--- config.mk ---
export PLATFORM = sky130hd
export DESIGN_NAME = ps2_key_receiver_flat
export DESIGN_NICKNAME = d
export VERILOG_FILES = /design/src/rtl/ps2_key_if.sv /design/src/rtl/ps2_key_receiver.sv /design/src/flat_wrapper.sv
export SDC_FILE = /design/constraint.sdc
export NUM_CORES = 1
export LEC_CHECK = 0
export BUFFER_PORTS_ARGS = -buffer_cell sky130_fd_sc_hd__buf_2
export CAP_MARGIN = 10
export CORE_MARGIN = 10
export CORE_UTILIZATION = 52
export DETAILED_ROUTE_END_ITERATION = 8
export PLACE_DENSITY = 0.73
export SETUP_SLACK_MARGIN = 0.1
export SYNTH_ARGS = -nofsm -noshare
export SYNTH_HDL_FRONTEND = slang
export SYNTH_SLANG_ARGS = --single-unit
--- constraint.sdc ---
create_clock -name clk -period 1.6 [get_ports clk]
set_clock_uncertainty 0.05 [all_clocks]
set_input_delay 0.16 -clock clk [delete_from_list [all_inputs] [get_ports clk]]
set_output_delay 0.16 -clock clk [all_outputs]
set_load 0.1 [all_outputs]
--- src/rtl/ps2_key_if.sv ---
// ps2_key_if: keyboard line inputs and decoded key outputs of the PS/2 receiver
interface ps2_key_if;
    logic       ps2_clk;
    logic       ps2_data;
    logic [7:0] key_code;
    logic       key_ext;
    logic       key_on;
    logic       parity_err;
    modport master (output ps2_clk, ps2_data, input key_code, key_ext, key_on, parity_err);
    modport slave (input ps2_clk, ps2_data, output key_code, key_ext, key_on, parity_err);
endinterface

--- src/rtl/ps2_key_receiver.sv ---
// ps2_key_receiver: PS/2 frame deserialiser delivering make codes with E0/F0 prefix handling.
// Optional partial-frame timeout enabled by defining PS2_TIMEOUT_EN.
module ps2_key_receiver #(
    parameter int ON_CYCLES      = 10,
    parameter int TIMEOUT_CYCLES = 5000
) (
    input logic     clk,
    input logic     rst,
    ps2_key_if.slave bus
);
    localparam int OW = (ON_CYCLES > 1) ? $clog2(ON_CYCLES) : 1;
`ifdef PS2_TIMEOUT_EN
    localparam int TW = (TIMEOUT_CYCLES > 1) ? $clog2(TIMEOUT_CYCLES) : 1;
    logic [TW-1:0] to_cnt;
`endif
    typedef enum logic [1:0] {IDLE, DATA, PARITY, STOP} state_t;
    state_t        state;
    logic [1:0]    clk_s, dat_s;
    logic          clk_prev, fall, din;
    logic [2:0]    cnt;
    logic [7:0]    sh, byte_q, key_code;
    logic          par, byte_vld, perr;
    logic          brk, ext, key_ext, key_on, make;
    logic [OW-1:0] on_cnt;
    assign fall = clk_prev & ~clk_s[1];
    assign din  = dat_s[1];
    assign make = byte_vld && byte_q != 8'hE0 && byte_q != 8'hF0 && !brk;
    assign bus.key_code   = key_code;
    assign bus.key_ext    = key_ext;
    assign bus.key_on     = key_on;
    assign bus.parity_err = perr;
    // Two-flop synchronisers for the keyboard lines; idle-high reset avoids a false edge.
    always_ff @(posedge clk or posedge rst) begin
        if (rst) begin
            clk_s    <= 2'b11;
            dat_s    <= 2'b11;
            clk_prev <= 1'b1;
        end else begin
            clk_s    <= {clk_s[0], bus.ps2_clk};
            dat_s    <= {dat_s[0], bus.ps2_data};
            clk_prev <= clk_s[1];
        end
    end
    // Frame FSM stepping on ps2_clk falling edges; flags a checked byte for one cycle.
    always_ff @(posedge clk or posedge rst) begin
        if (rst) begin
            state    <= IDLE;
            cnt      <= '0;
            sh       <= '0;
            par      <= 1'b0;
            byte_q   <= '0;
            byte_vld <= 1'b0;
            perr     <= 1'b0;
`ifdef PS2_TIMEOUT_EN
            to_cnt   <= '0;
`endif
        end else begin
            byte_vld <= 1'b0;
            perr     <= 1'b0;
`ifdef PS2_TIMEOUT_EN
            to_cnt   <= (fall || state == IDLE) ? '0 : to_cnt + 1'b1;
`endif
            if (fall) begin
                case (state)
                    IDLE: if (!din) begin
                        state <= DATA;
                        cnt   <= '0;
                    end
                    DATA: begin
                        sh    <= {din, sh[7:1]};
                        cnt   <= cnt + 1'b1;
                        state <= (cnt == 3'd7) ? PARITY : DATA;
                    end
                    PARITY: begin
                        par   <= din;
                        state <= STOP;
                    end
                    default: begin
                        state    <= IDLE;
                        byte_q   <= sh;
                        byte_vld <= din & ^{sh, par};
                        perr     <= din & ~^{sh, par};
                    end
                endcase
            end
`ifdef PS2_TIMEOUT_EN
            else if (state != IDLE && to_cnt == TW'(TIMEOUT_CYCLES - 1)) begin
                state  <= IDLE;
                cnt    <= '0;
                to_cnt <= '0;
            end
`endif
        end
    end
    // Prefix tracking, make-code latch and key_on pulse timer.
    always_ff @(posedge clk or posedge rst) begin
        if (rst) begin
            key_code <= 8'h00;
            key_ext  <= 1'b0;
            key_on   <= 1'b0;
            on_cnt   <= '0;
            brk      <= 1'b0;
            ext      <= 1'b0;
        end else begin
            if (byte_vld && byte_q == 8'hE0) ext <= 1'b1;
            else if (byte_vld && byte_q == 8'hF0) brk <= 1'b1;
            else if (byte_vld && brk) begin
                brk <= 1'b0;
                ext <= 1'b0;
            end else if (byte_vld) begin
                key_code <= byte_q;
                key_ext  <= ext;
                ext      <= 1'b0;
            end
            if (make) begin
                key_on <= 1'b1;
                on_cnt <= OW'(ON_CYCLES - 1);
            end else if (on_cnt == '0) key_on <= 1'b0;
            else on_cnt <= on_cnt - 1'b1;
        end
    end
endmodule

--- src/flat_wrapper.sv ---
// flat-port wrapper written by rule: the top's interface ports become plain ports
module ps2_key_receiver_flat 
#(
    parameter int ON_CYCLES      = 10,
    parameter int TIMEOUT_CYCLES = 5000
)
  (clk, rst, bus_ps2_clk, bus_ps2_data, bus_key_code, bus_key_ext, bus_key_on, bus_parity_err);
  ps2_key_if bus_i ();
  input logic clk;
  input logic rst;
  input wire logic [$bits(bus_i.ps2_clk)-1:0] bus_ps2_clk;
  input wire logic [$bits(bus_i.ps2_data)-1:0] bus_ps2_data;
  output wire logic [$bits(bus_i.key_code)-1:0] bus_key_code;
  output wire logic [$bits(bus_i.key_ext)-1:0] bus_key_ext;
  output wire logic [$bits(bus_i.key_on)-1:0] bus_key_on;
  output wire logic [$bits(bus_i.parity_err)-1:0] bus_parity_err;
  assign bus_i.ps2_clk = bus_ps2_clk;
  assign bus_i.ps2_data = bus_ps2_data;
  assign bus_key_code = bus_i.key_code;
  assign bus_key_ext = bus_i.key_ext;
  assign bus_key_on = bus_i.key_on;
  assign bus_parity_err = bus_i.parity_err;
  ps2_key_receiver #(.ON_CYCLES(ON_CYCLES), .TIMEOUT_CYCLES(TIMEOUT_CYCLES)) u_core (.clk(clk), .rst(rst), .bus(bus_i));
endmodule
==> results_dict.tcl, run 1 <==
set metrics [dict create \
    status "finished, final reports clean" \
    syn_nets 155 \
    core-area_sq_um 3630 \
    min_path_cells 0 \
    initialDrtViolationCount 59 \
    rsz0062_at_grt "yes" \
    first_global_vias 1235 \
    wirelength_um 3510 \
    crit_fanout 10 \
    drive_gt1_frac 0.382 \
    power.leakage_nw 1.24 \
    drt-wirelength-per-cell_um 15.5 \
    yosysSeqAreaShare 0.587 \
    diodes 0 \
    r2r-end "u_core.bus.key_code[6]" \
    clock_sinks 45 \
    critical_path.startpoint_type "flip-flop" \
    min_path_type "reg2reg" \
    period_minus_slack_ns 1.59 \
    synthFlopType "dfrtp_1" \
    numCtsBuffers 5 \
    rr_worst_depth 4 \
    gr-total-overflow 0 \
    yosysMostFrequentCell "dfrtp_1" \
    final_util 0.643 \
    cts_tree "built" \
    maxSlewHeadroom 0.637 \
    r2r-start "u_core.byte_q[3]" \
    synth_edf_count 0 \
    synthCells 147 \
    grt_antenna_before_repair 0 \
    cp.required_ns 1.73 \
    dp_hpwl_um 2380 \
    pin_count 15 \
    grt_pass1_wl_um 5680 \
    place_inst 209 \
    rows 22 \
    fin_crit_sh 0.995 \
    hold_path_end "u_core.dat_s[1]" \
    max_cap_viol_count 0 \
    rrSetupSlack_ns 0.008 \
    grt_usage 0.112 \
    root_buffer "clkbuf_8" \
    die_width_um 80.9 \
    synth_top_area_frac 0.518 \
    yosysWarningCount 0 \
    stdcell_area_sq_um 2330 \
    min_from "u_core.dat_s[0]" \
    initial_utilization 0.531 \
    clkLatencyLatePin_ns 0.29 \
    yosys.area.top_type "dfrtp_1" \
    num_vias 1175 \
    vdd_drop_max_uv 948 \
    report.final.slew_viol_count 0 \
    fp.dieArea_sq_um 6550 \
    dr.pass1.iters 4 \
    die_h_um 80.9 \
    ys_ff_latch 45 \
    worstSetupPathType "reg2reg" \
    clock_path_buffers 2 \
    power_density_nw_per_um2 1590 \
    crit_arrival_ns 1.72 \
    ant_nets 0 \
    clk_pin_slew_ns 0.08 \
    fin_cells 226 \
    avgSynthCellArea_sq_um 13.1 \
    gp_congestion 0.716 \
    hold_viol_final 0 \
    ys_types 34 \
    finalSetupViolations 0 \
    fmax_mhz 628 \
    place_area_sq_um 2090 \
    grt_max_degree 46 \
    io_buffers 14 \
    yosys-top-cells-count "dfrtp_1, nand2_1, mux2_2" \
    async_flop_share 1.00 \
    netlist_area_sq_um 1930 \
    synth_area_leaders "dfrtp_1, mux2_2, dfstp_2" \
    fill_cells 285 \
    h-tree-depth 2 \
    area_growth_pct 20.9 \
    vias_per_cell 5.20 \
    drc 0 \
    cp-end-kind "flip-flop" \
    final_nets 185 \
    tightest_slew_ns 0.545 \
    power_mw 3.70 \
    holdWs_ns 0.306 \
]
## metal layers
layer,vias to the layer above,global-route usage,part of all wire
met4,0,0.0415,0.0077
met5,-,0,0
met2,14,0.196,0.53
met3,4,0.0397,0.040
li1,563,-,-
met1,594,0.122,0.42
## sequential cells by signal, indices dropped and copies added (netlist names)
signal,count
u_core.brk,1
u_core.bus.key_ext,1
u_core.dat_s,2
u_core.bus.key_code,8
u_core.par,1
u_core.ext,1
u_core.sh,8
u_core.clk_s,2
u_core.bus.parity_err,1
u_core.cnt,3
u_core.bus.key_on,1
u_core.byte_vld,1
u_core.on_cnt,4
u_core.clk_prev,1
u_core.state,2
u_core.byte_q,8
## cell usage in the layout (no fill, tap or decap), drive strengths merged, types with 2 or more instances in the layout
| cell | netlist | routed |
|---|---|---|
| a21oi | 2 | 2 |
| a22o | 2 | 2 |
| buf | 3 | 25 |
| clkbuf | 2 | 7 |
| clkinv | 0 | 2 |
| dfrtp | 40 | 40 |
| dfstp | 5 | 5 |
| dlygate4sd3 | 0 | 3 |
| ha | 4 | 4 |
| inv | 5 | 4 |
| mux2 | 19 | 19 |
| mux2i | 3 | 3 |
| nand2 | 28 | 28 |
| nand2b | 2 | 2 |
| nand3b | 2 | 2 |
| nand4b | 2 | 2 |
| nor2 | 5 | 5 |
| nor2b | 2 | 2 |
| o21ai | 3 | 3 |
| xnor2 | 3 | 3 |
| xnor3 | 2 | 2 |
| xor2 | 2 | 2 |
## logic make-up after synthesis
logic type | synth area share
DFF | 0.587
buffers and inverters | 0.0246
adders and majority gates | 0.0259
and+or+nand+nor | 0.124
muxes | 0.136
xor gates and xnor gates | 0.0460
AOI/OAI and AO/OA | 0.0564
## metrics by stage
stage                     TNS (ns)  setup WS (ns)
after floorplan                  0         0.0446
after global placement           0         0.0898
after detailed placement         0         0.0186
after CTS                        0         0.0197
after global routing        -0.107        -0.0378
final                            0        0.00821
## what timing repair did
| action | CTS | global route |
|---|---|---|
| gates resized for setup | 1 | 19 |
| endpoints found under the hold margin | 42 | 0 |
| setup endpoints to repair | 11 | 23 |
| pin swaps | 0 | 2 |
| hold buffers | 3 | 0 |
| setup buffers | 2 | 3 |
| cloned | 0 | 1 |
## final cells by class
cell class,instances,area [sq um],area share
multi-input combinational,92,816,0.349
inverter,5,18.8,0.00804
tap,48,60.1,0.0257
clock inverter,1,5.00,0.00214
clock buffer,7,96.3,0.0413
timing repair buffer,28,206,0.0884
sequential,45,1130,0.485
## critical path: stages, from the launching register on
cell and delay (ns):
dfrtp_1 0.42, nand4b_4 0.21, o41ai_4 0.28, buf_12 0.18
mux2_2 0.33
## power by group
part	switching (mW)	internal, mW	leakage (nW)	total [mW]
Clock	0.348	0.390	0.0542	0.738
Sequential	0.340	1.43	0.579	1.77
Combinational	0.467	0.731	0.609	1.20
Total	1.16	2.55	1.24	3.70
## worst max-delay path by stage
stage	startpoint	endpoint	slack, ns	depth (start not counted)
4_1_cts	u_core.byte_q[3]	u_core.bus.key_code[7]	0.02	4
5_1_grt	u_core.byte_q[3]	u_core.bus.key_ext	-0.04	4
6_report	u_core.byte_q[3]	u_core.bus.key_code[6]	0.008	4
3_5_place_dp	u_core.byte_q[3]	u_core.bus.key_code[7]	0.02	4
2_1_floorplan	u_core.byte_q[3]	u_core.bus.key_code[0]	0.04	4
3_3_place_gp	u_core.byte_q[3]	u_core.bus.key_code[5]	0.09	4
Power figures use the tool's default switching activity.
==> run 2: changes to the inputs <==
--- a/config.mk
+++ b/config.mk
@@ -7,10 +7,11 @@
 export LEC_CHECK = 0
 export BUFFER_PORTS_ARGS = -buffer_cell sky130_fd_sc_hd__buf_2
 export CAP_MARGIN = 10
-export CORE_MARGIN = 10
-export CORE_UTILIZATION = 52
+export CELL_PAD_IN_SITES_DETAIL_PLACEMENT = 2
+export CELL_PAD_IN_SITES_GLOBAL_PLACEMENT = 2
+export CORE_UTILIZATION = 37
 export DETAILED_ROUTE_END_ITERATION = 8
-export PLACE_DENSITY = 0.73
+export PLACE_DENSITY_LB_ADDON = 0.1
 export SETUP_SLACK_MARGIN = 0.1
 export SYNTH_ARGS = -nofsm -noshare
 export SYNTH_HDL_FRONTEND = slang
==> run 2 against run 1 <==
Register-to-register slack better by 0.04 ns. Design area up 3.6%. Maximum frequency up 2.9%. Power up 1.4%. Largest power group unchanged. Critical path depth unchanged. Non-clock buffer count up 7. Sequential share of layout area down 1.7 points. Setup slack better by 0.044 ns. Via count up 4.7%. Critical endpoint unchanged. Sequential cell count unchanged. Combinational power up 11%.
==> results_dict.tcl, run 2 (synthesis results as in run 1) <==
set metrics [dict create \
    status "finished, final reports clean" \
    diodes 0 \
    ant_nets 0 \
    cp-end-kind "flip-flop" \
    grt_pass1_wl_um 6510 \
    setup_tns_ns 0 \
    crit_fanout 11 \
    min_from "u_core.clk_s[0]" \
    report.final.slew_viol_count 0 \
    min_path_cells 0 \
    gp_congestion 0.733 \
    power_density_nw_per_um2 1550 \
    power.switching_mw 1.23 \
    fin_crit_sh 0.967 \
    hold_path_end "u_core.clk_s[1]" \
    vias_per_cell 4.88 \
    maxSlewHeadroom 0.675 \
    die_h_um 74.2 \
    period_minus_slack_ns 1.55 \
    first_global_vias 1321 \
    clock_path_buffers 2 \
    gr-total-overflow 0 \
    dr.pass1.iters 2 \
    fill_cells 504 \
    initialDrtViolationCount 17 \
    initial_utilization 0.396 \
    fmax_mhz 646 \
    clk_pin_slew_ns 0.09 \
    core-area_sq_um 4880 \
    power.leakage_nw 1.28 \
    finalSetupViolations 0 \
    max_cap_viol_count 0 \
    io_buffers 14 \
    drive_gt1_frac 0.411 \
    root_buffer "clkbuf_8" \
    switching_share 0.328 \
    power_frac_seq 0.464 \
    final_nets 192 \
    grt_antenna_before_repair 0 \
    vdd_drop_max_uv 955 \
    rrSetupSlack_ns 0.05 \
    pin_count 15 \
    drc 0 \
    timing.critical_path.from "u_core.byte_q[3]" \
    dp_slack_ns 0.00964 \
    h-tree-depth 2 \
    rsz0062_at_grt "yes" \
    tightest_slew_ns 0.491 \
    p_clk_frac 0.181 \
    grt_max_degree 46 \
    dp_hpwl_um 2750 \
    area_growth_pct 25.3 \
    crit_arrival_ns 1.68 \
    wirelength_um 4080 \
    path_cells "nand4b_4, o41ai_4, buf_12, mux2_2" \
    rr_worst_depth 4 \
    top_regs "u_core.bus.key_code x8, u_core.byte_q x8, u_core.sh x8" \
    fin_ws_ns 0.0525 \
    r2r-start "u_core.byte_q[3]" \
    die_width_um 74.2 \
    critPathSlowestCell "dfrtp_1" \
    numCtsBuffers 5 \
    fp.dieArea_sq_um 5510 \
    min_path_type "reg2reg" \
    rows 25 \
    cts_tree "built" \
    p_comb_frac 0.355 \
    critical_path.startpoint_type "flip-flop" \
    hold_viol_final 0 \
    worstSetupPathType "reg2reg" \
    critPathMaxStageDelay_ns 0.39 \
    cp.required_ns 1.73 \
    num_vias 1230 \
    mostFrequentLayoutCells "dfrtp_1, nand2_1, mux2_4" \
    clock_sinks 45 \
    r2r-end "u_core.bus.key_code[6]" \
    clkLatencyLatePin_ns 0.29 \
    grt_usage 0.161 \
    p_int_mw 2.52 \
    final_common_cell "dfrtp_1" \
    drt-wirelength-per-cell_um 16.2 \
]
-- run 2: cell type report --
| class | count | area (sq um) | share of cell area |
|---|---|---|---|
| sequential | 45 | 1130 | 0.468 |
| multi-input combinational | 92 | 827 | 0.342 |
| timing repair buffer | 35 | 275 | 0.114 |
| tap | 67 | 83.8 | 0.0346 |
| clock buffer | 6 | 72.6 | 0.0300 |
| inverter | 5 | 18.8 | 0.00776 |
| clock inverter | 2 | 10.0 | 0.00414 |
-- run 2: routing by layer --
metal,vias to the layer above,wire [um],global-route usage
li1,570,-,-
met2,13,2120,0.285
met5,-,0,0
met4,0,25,0.0440
met1,643,1840,0.197
met3,4,97,0.0407
-- run 2: worst max-delay path: cells and delay by family, from the launching register on --
family / cells / cell delay, ns
flip-flops: 1 / 0.39
buffers and inverters: 1 / 0.19
AND/OR/NAND/NOR: 1 / 0.19
AO/OA/AOI/OAI: 1 / 0.28
multiplexers: 1 / 0.33
-- run 2: how the worst max path moves through the flow --
stage / end / slack [ns] / cells after the start
global route: u_core.bus.key_code[5] / 0.008 / 4
global placement: u_core.sh[7] / 0.07 / 4
CTS: u_core.bus.key_ext / 0.03 / 4
floorplan: u_core.bus.key_code[0] / 0.04 / 4
finish: u_core.bus.key_code[6] / 0.05 / 4
detailed placement: u_core.sh[0] / 0.01 / 4
-- run 2: timing repair --
item / in CTS / in global routing
buffers inserted: 6 / 3
gates resized for setup: 10 / 12
pin swaps: 1 / 7
hold endpoints to repair: 42 / 0
hold buffers: 3 / 0
endpoints found under the setup margin: 19 / 30
-- run 2: power by group through the flow --
stage / Combinational, mW / Clock (mW) / Sequential (mW)
3_3_place_gp: 1.02 / 0 / 1.73
6_report: 1.33 / 0.681 / 1.74
3_5_place_dp: 1.10 / 0 / 1.76
2_1_floorplan: 0.847 / 0 / 1.71
5_1_grt: 1.46 / 0.751 / 1.80
4_1_cts: 1.26 / 0.701 / 1.73
-- run 2: metrics by stage --
stage / std cells / power (mW) / hold WS (ns) / instance area, sq um / util
final: 252 / 3.76 / 0.311 / 2420 / 0.496
after global routing: 252 / 4.01 / 0.319 / 2420 / 0.496
after CTS: 249 / 3.69 / 0.313 / 2350 / 0.482
after detailed placement: 232 / 2.85 / 0.169 / 2150 / 0.441
after global placement: 232 / 2.75 / 0.158 / 2150 / 0.441
after floorplan: 147 / 2.56 / 0.114 / 1940 / -
==> run 3: changes to the inputs <==
--- a/config.mk
+++ b/config.mk
@@ -12,6 +12,7 @@
 export CORE_UTILIZATION = 37
 export DETAILED_ROUTE_END_ITERATION = 8
 export PLACE_DENSITY_LB_ADDON = 0.1
+export RECOVER_POWER = 50
 export SETUP_SLACK_MARGIN = 0.1
 export SYNTH_ARGS = -nofsm -noshare
 export SYNTH_HDL_FRONTEND = slang
==> run 3 against run 2 <==
Via count is essentially flat. First-iteration DRC count unchanged. Register-to-register slack about the same. Hold slack better by 0.0025 ns. Clock power is essentially flat. Combinational power barely moved. Sequential cell count unchanged. Power shrank 0.15%. Sequential power barely moved. Critical path depth is the same. Largest cell class unchanged. Highest routed layer unchanged.
==> results_dict.tcl, run 3 (synthesis results as in run 1) <==
set metrics [dict create \
    hold_viol_final 0 \
    holdWs_ns 0.313 \
    drc 0 \
    vdd_drop_max_uv 955 \
    r2r-end "u_core.bus.key_code[6]" \
    final_nets 192 \
    place_inst 232 \
    cp-end-kind "flip-flop" \
    fin_cells 252 \
    drive_gt1_frac 0.405 \
    first_global_vias 1321 \
    hold_path_end "u_core.dat_s[1]" \
    grt_antenna_before_repair 0 \
    grt_pass1_wl_um 6510 \
    mostFrequentLayoutCells "dfrtp_1, nand2_1, mux2_4, buf_2, buf_4" \
    fmax_mhz 646 \
    clock_path_buffers 2 \
    switching_share 0.329 \
    r2r-start "u_core.byte_q[3]" \
    clkLatencyLatePin_ns 0.29 \
    h-tree-depth 2 \
    pin_count 15 \
    power.switching_mw 1.23 \
    diodes 0 \
    area_growth_pct 24.6 \
    ant_nets 0 \
    critical_path.startpoint_type "flip-flop" \
    numCtsBuffers 5 \
    rrSetupSlack_ns 0.05 \
    period_minus_slack_ns 1.55 \
    p_comb_frac 0.354 \
    crit_arrival_ns 1.68 \
    wirelength_um 4090 \
    drt-wirelength-per-cell_um 16.2 \
    max_cap_viol_count 0 \
    power_density_nw_per_um2 1560 \
    tightest_slew_ns 0.969 \
    min_from "u_core.dat_s[0]" \
    p_int_mw 2.52 \
    die_h_um 74.2 \
    final_util 0.493 \
    gp_congestion 0.733 \
    setup_tns_ns 0 \
    root_buffer "clkbuf_8" \
    cts_tree "built" \
    top_regs "u_core.bus.key_code x8, u_core.byte_q x8, u_core.sh x8" \
    rows 25 \
    final_common_cell "dfrtp_1" \
    fp.dieArea_sq_um 5510 \
    maxSlewHeadroom 0.354 \
    clock_sinks 45 \
    worstSetupPathType "reg2reg" \
    finalSetupViolations 0 \
    report.final.slew_viol_count 0 \
    status "finished, final reports clean" \
    power.leakage_nw 1.27 \
    min_path_cells 0 \
    cp.required_ns 1.73 \
    crit_fanout 11 \
    p_clk_frac 0.182 \
    die_width_um 74.2 \
    vias_per_cell 4.88 \
    gr-total-overflow 0 \
    rr_worst_depth 4 \
    initialDrtViolationCount 17 \
    dr.pass1.iters 2 \
    clk_pin_slew_ns 0.09 \
    power_frac_seq 0.464 \
    core-area_sq_um 4880 \
    min_path_type "reg2reg" \
    rsz0062_at_grt "yes" \
    fin_crit_sh 0.967 \
    initial_utilization 0.396 \
    grt_max_degree 46 \
    grt_usage 0.161 \
    num_vias 1231 \
    io_buffers 14 \
    dp_hpwl_um 2750 \
]
-- run 3: cell counts in the layout (fill, tap and decap cells not counted) --
Identical to the previous run, type by type.
-- run 3: how the worst max path moves through the flow --
stage	depth (start not counted)	to	from
after floorplan	4	u_core.bus.key_code[0]	u_core.byte_q[3]
after global placement	4	u_core.sh[7]	u_core.clk_prev
after detailed placement	4	u_core.sh[0]	u_core.clk_prev
after CTS	4	u_core.bus.key_ext	u_core.byte_q[3]
after global routing	4	u_core.bus.key_code[5]	u_core.byte_q[3]
final	4	u_core.bus.key_code[6]	u_core.byte_q[3]
-- run 3: through the flow --
stage,setup WS (ns),instance area [sq um],power [mW]
finish,0.0525,2400,3.75
global route,0.00755,2400,4.00
CTS,0.0305,2350,3.69
detailed placement,0.00964,2150,2.85
global placement,0.0656,2150,2.75
floorplan,0.0446,1940,2.56
-- run 3: metal layers --
metal  global-route usage  vias to the layer above  wire length, um
met5                    0                        -                0
met4               0.0440                        0               25
met3               0.0407                        4               97
met2                0.285                       13             2130
met1                0.197                      644             1840
li1                     -                      570                -
-- run 3: cell type report --
type / count / area, sq um
Clock buffer: 6 / 72.6
Clock inverter: 2 / 10.0
Inverter: 5 / 18.8
Tap cell: 67 / 83.8
Sequential cell: 45 / 1130
Timing Repair Buffer: 35 / 260
Fill cell: 505 / 2470
Multi-Input combinational cell: 92 / 827
-- run 3: worst max-delay path, cell delays in order (launching register included) --
cell and delay (ns):
dfrtp_1 0.39, nand4b_4 0.19, o41ai_4 0.28, buf_12 0.19
mux2_2 0.33
-- run 3: repair_timing --
action | 4_1_cts | 5_1_grt
setup buffers | 6 | 3
gates cloned | 0 | 0
endpoints found under the setup margin | 19 | 30
hold buffers | 3 | 0
pin swaps | 1 | 7
resized for setup | 10 | 12
hold endpoints to repair | 42 | 0
-- run 3: power groups by stage --
stage | combinational [mW] | clock (mW) | sequential, mW
after floorplan | 0.847 | 0 | 1.71
after global placement | 1.02 | 0 | 1.73
after detailed placement | 1.10 | 0 | 1.76
after CTS | 1.26 | 0.701 | 1.73
after global routing | 1.46 | 0.751 | 1.80
final | 1.33 | 0.681 | 1.74
